**config.mk**
```make
export PLATFORM = sky130hd
export DESIGN_NAME = muldiv_issue
export DESIGN_NICKNAME = d
export VERILOG_FILES = /design/src/rtl/muldiv_issue.sv
export SDC_FILE = /design/constraint.sdc
export NUM_CORES = 1
export LEC_CHECK = 0
export CORE_AREA = 2 2 100 102
export DETAILED_ROUTE_END_ITERATION = 7
export DIE_AREA = 0 0 102 104
export PLACE_DENSITY = 0.72
export SYNTH_ARGS = -nofsm -noshare
export SYNTH_HDL_FRONTEND = slang
export SYNTH_SLANG_ARGS = --single-unit
```
**constraint.sdc**
```tcl
create_clock -name clk -period 2.6 [get_ports clk]
set_clock_uncertainty 0.1 [all_clocks]
set_input_delay 0.39 -clock clk [delete_from_list [all_inputs] [get_ports clk]]
set_output_delay 0.39 -clock clk [all_outputs]
set_load 0.02 [all_outputs]
```
**src/rtl/muldiv_issue.sv**
```systemverilog
// rtl/muldiv_issue.sv - issue/stall controller between the EX stage and the multiply-divide unit
module muldiv_issue (
    input  logic        clk,
    input  logic        reset,
    input  logic        ex_valid,
    input  logic [3:0]  ex_md_op,
    input  logic [31:0] ex_rs,
    input  logic [31:0] ex_rt,
    input  logic        md_busy,
    input  logic [31:0] md_hi,
    input  logic [31:0] md_lo,
    output logic        md_start,
    output logic [3:0]  md_op,
    output logic [31:0] md_a,
    output logic [31:0] md_b,
    output logic        stall,
    output logic        mf_valid,
    output logic [31:0] mf_data,
    output logic        md_err,
    output logic [15:0] stall_cnt
);
    localparam logic [3:0] OP_MULT  = 4'b0000;
    localparam logic [3:0] OP_MULTU = 4'b0001;
    localparam logic [3:0] OP_DIV   = 4'b0010;
    localparam logic [3:0] OP_DIVU  = 4'b0011;
    localparam logic [3:0] OP_MTHI  = 4'b0100;
    localparam logic [3:0] OP_MTLO  = 4'b0101;
    localparam logic [3:0] OP_MFHI  = 4'b0110;
    localparam logic [3:0] OP_MFLO  = 4'b0111;
    localparam logic [3:0] OP_MADD  = 4'b1000;
    localparam logic [3:0] OP_NONE  = 4'b1111;

    typedef enum logic [1:0] {S_IDLE, S_ARMED, S_BUSY} state_t;
    state_t state;

    logic is_md, is_long, is_mt, is_mf, can_act, issue, mt_fire, mf_fire;

    always_comb begin
        is_md   = 1'b0;
        is_long = 1'b0;
        is_mt   = 1'b0;
        is_mf   = 1'b0;
        case (ex_md_op)
            OP_MULT, OP_MULTU, OP_MADD: begin
                is_md   = 1'b1;
                is_long = 1'b1;
            end
            // divide by zero is dropped: nothing is issued and HI/LO keep their values
            OP_DIV, OP_DIVU: begin
                is_md   = 1'b1;
                is_long = (ex_rt != 32'd0);
            end
            OP_MTHI, OP_MTLO: begin
                is_md = 1'b1;
                is_mt = 1'b1;
            end
            OP_MFHI, OP_MFLO: begin
                is_md = 1'b1;
                is_mf = 1'b1;
            end
            default: ;
        endcase
    end

    assign stall   = ex_valid & is_md & ((state != S_IDLE) | md_busy);
    assign can_act = ex_valid & (state == S_IDLE) & ~md_busy;
    assign issue   = can_act & is_long;
    assign mt_fire = can_act & is_mt;
    assign mf_fire = can_act & is_mf;

    // the unit writes HI/LO on mthi/mtlo codes even without start, so idle must drive a null code
    assign md_start = issue;
    assign md_op    = (issue | mt_fire) ? ex_md_op : OP_NONE;
    assign md_a     = (issue | mt_fire) ? ex_rs : 32'd0;
    assign md_b     = issue ? ex_rt : 32'd0;
    assign mf_valid = mf_fire;
    assign mf_data  = !mf_fire ? 32'd0 : (ex_md_op == OP_MFHI) ? md_hi : md_lo;

    always_ff @(posedge clk or negedge reset) begin
        if (!reset) begin
            state     <= S_IDLE;
            md_err    <= 1'b0;
            stall_cnt <= 16'd0;
        end else begin
            if (stall && stall_cnt != 16'hFFFF)
                stall_cnt <= stall_cnt + 16'd1;
            case (state)
                S_IDLE: begin
                    if (md_busy)
                        state <= S_BUSY;
                    else if (issue)
                        state <= S_ARMED;
                end
                // the unit must acknowledge a start by raising busy on the very next cycle
                S_ARMED: begin
                    if (md_busy) begin
                        state <= S_BUSY;
                    end else begin
                        state  <= S_IDLE;
                        md_err <= 1'b1;
                    end
                end
                S_BUSY: begin
                    if (!md_busy)
                        state <= S_IDLE;
                end
                default: state <= S_IDLE;
            endcase
        end
    end
endmodule

```
==> results.md <==
* Status: finished with violations
* Failing checks: setup timing
* Hpwl dp at 8.28 mm
* Yosys warnings at 0
* Via count at 3113
* Fin. max-slew vios at 0
* DRT iter0 DRCs at 128
* DRT Pass-1 Iters at 4
* GR met1 Demand/Resource at 22.6%
* Crit. End Element: output pin
* First-pass GRT wire length at 16.8 mm
* FF-to-FF Start: stall_cnt[0]$_DFFE_PN0P_
* Ys async rst share at 100%
* CTS sink cnt at 19
* Power Dens Cells at 261 mW/mm^2
* Dpl cells at 645
* Clk_lat worst skew at 0.25 ns
* Number of I/O pins at 256
* Fin util at 55.1%
* Max-slew headroom at 76.3%
* Root Buffer: clkbuf_8
* Post-route ant nets at 0
* Longest Clk Path Bufs at 2
* Cell Area, Synth at 0.00202 mm^2
* Syn nets at 396
* Met3 usage at 3.36%
* Synth Area per Inst at 7.82 um^2
* Final setup margin at -0.0207 ns
* Data arrival time of the worst path at 2.13 ns
* Final RePlAce weighted congestion at 0.853
* Worst Path Required at 2.11 ns
* Synth area leaders: dfrtp_1 (23%), a21boi_0 (14%), o22ai_1 (9.9%)
* Layer with the highest usage: met2
* Critical-path maximum fanout at 8
* Number of setup violations in the final report at 19
* CP cell instances: or4b_4 > nor2_4 > o211ai_4 > buf_6 > buf_8 > buf_16 > a21boi_2 > buf_4
* Number of port buffers at 255
* Setup_tns at -0.176 ns
* Total congestion overflow at 0
* Via-per-instance ratio at 4.70
* Slew @ Worst Pin at 0.353 ns
* Startpoint Class: register
* Initial core utilization at 21.2%
* Layout cells sized above 1 at 40.3%
* Core region area at 0.00955 mm^2
* Yosys reg bits at 19
* Setup slack, reg-to-reg at 0.66 ns
* Most used DFF post-synth: dfrtp_1
* DIE AREA at 0.0106 mm^2
* Fin cells at 662
* # DRC at 0
* R2R Path End: stall_cnt[1]$_DFFE_PN0P_
* Sequential fraction of the synthesis area at 23.5%
* Die Y-Extent at 104 um
* Top-count cell post-synth: a21boi_0
* RSZ-0062 raised after global routing: yes
* Reg2Reg Depth at 6
* Max-cap violations at 0
* TritonCTS clock tree: done
* Area Overhead vs Synth at 160%
* Cells after Synth at 259
* Synth top area share at 23.5%
* Synth area leader: dfrtp_1
* GR Util met2 at 36.8%
* WHS at 0.370 ns
* CP max-delay cell: or4b_4
* CTS H-tree lvls at 1
* Static Leak at 2.41 nW
* Distinct cells, synth at 35
* Reg clk slew, reported paths at 0.07 ns
* Number of synthesized flops with an enable pin at 0
* WS Path Type: register to output pin
* Leading cell types by count after synthesis: a21boi_0 (38), nor2_1 (37), o22ai_1 (32)
* Tot GR Track Use at 19.7%
* Final nets at 666
* # hold bufs at CTS at 0
* Hold Fails Final Rpt at 0
* DRT Wirelength at 11.7 mm
* Initial antenna violation count at 1
* FP Rows at 36
* Peak supply drop at 0.497 mV
* Worst min path class: input pin to async pin
* Tmin final at 2.62 ns
* Largest net degree at the start of global routing at 36
* Routed len/inst at 17.7 um
* CTS buffer count at 3
* Die W at 102 um
* F_max at 382 MHz
* Number of global-route vias before repair at 3132
* Fin crit share at 101%
* Max incr delay on CP at 0.57 ns
* Post-layout power at 0.00137 W
==> final cells by class <==
class,instances,area (um^2)
antenna,1,2.50
clock buffer,3,41.3
clock inverter,1,5.00
fill,870,4280
inverter,5,18.8
multi-input combinational,211,1730
sequential,19,475
tap,133,166
timing repair buffer,289,2830
==> kinds of logic (layout without fill, tap and decap cells) <==
family          Yosys count  in the layout  share of synthesized area [%]
xor+xnor                 15             15                           6.49
flops                    19             19                           23.5
fa+ha+maj                 1              1                          0.618
compound gates          106            106                           39.4
buf+inv                  29            298                           7.48
simple gates             88             88                           21.9
other cells               0              1                              0
mux                       1              1                          0.556
==> state kept, by name (all words and copies together) (netlist names) <==
name	flops
md_err	1
state	2
stall_cnt	16
==> per-layer routing <==
layer,part of all wire (%),vias up
met5,0,-
met3,7.4,22
met4,2.3,0
li1,-,1516
met2,52,137
met1,38,1438
==> worst max-delay path, delay by kind of cell (launching register included) <==
family	cells	cell delay (ns)
AO/OA/AOI/OAI	2	0.21
flip-flops	1	0.38
AND/OR/NAND/NOR	2	0.70
buffers and inverters	4	0.58
==> cell usage in the layout (no fill, tap or decap), types with 9 or more instances in the layout <==
cell	Yosys	routed
a21boi_2	8	46
a21boi_4	0	11
buf_2	7	43
buf_4	0	37
buf_6	4	36
clkdlybuf4s50_1	0	121
dfrtp_1	19	19
dlygate4sd2_1	0	22
nor2_1	37	37
nor4_2	1	9
o22ai_1	32	32
xor2_1	14	14
==> power by group <==
part	switching [W]	internal (W)
Clock	0.0000980	0.000106
Sequential	0.0000787	0.000354
Combinational	0.000306	0.000431
Total	0.000482	0.000892
==> stage by stage <==
| step | area (um^2) | setup WS, ns |
|---|---|---|
| after floorplan | 2020 | 0.219 |
| after global placement | 4870 | -0.576 |
| after detailed placement | 4870 | -0.687 |
| after CTS | 5180 | -0.0467 |
| after global routing | 5270 | -0.0987 |
| final | 5270 | -0.0207 |
==> how the worst max path moves through the flow <==
stage | start | end | slack (ns) | cells past startpoint
finish | state[1]$_DFFE_PN0P_ | md_b[2] | -0.02 | 8
global placement | ex_rt[17] | md_op[2] | -0.58 | 7
floorplan | state[0]$_DFFE_PN0P_ | md_a[14] | 0.22 | 5
global route | state[1]$_DFFE_PN0P_ | md_a[12] | -0.1 | 8
detailed placement | ex_valid | md_b[7] | -0.69 | 7
CTS | state[0]$_DFFE_PN0P_ | md_b[19] | -0.05 | 8
==> timing repair <==
action | 4_1_cts | 5_1_grt
setup buffers | 5 | 0
endpoints found under the setup margin | 103 | 95
hold endpoints to repair | 0 | 0
pin swaps | 13 | 14
gates cloned | 7 | 0
resized for setup | 594 | 92
No activity file was read; power rests on OpenSTA's default activity.
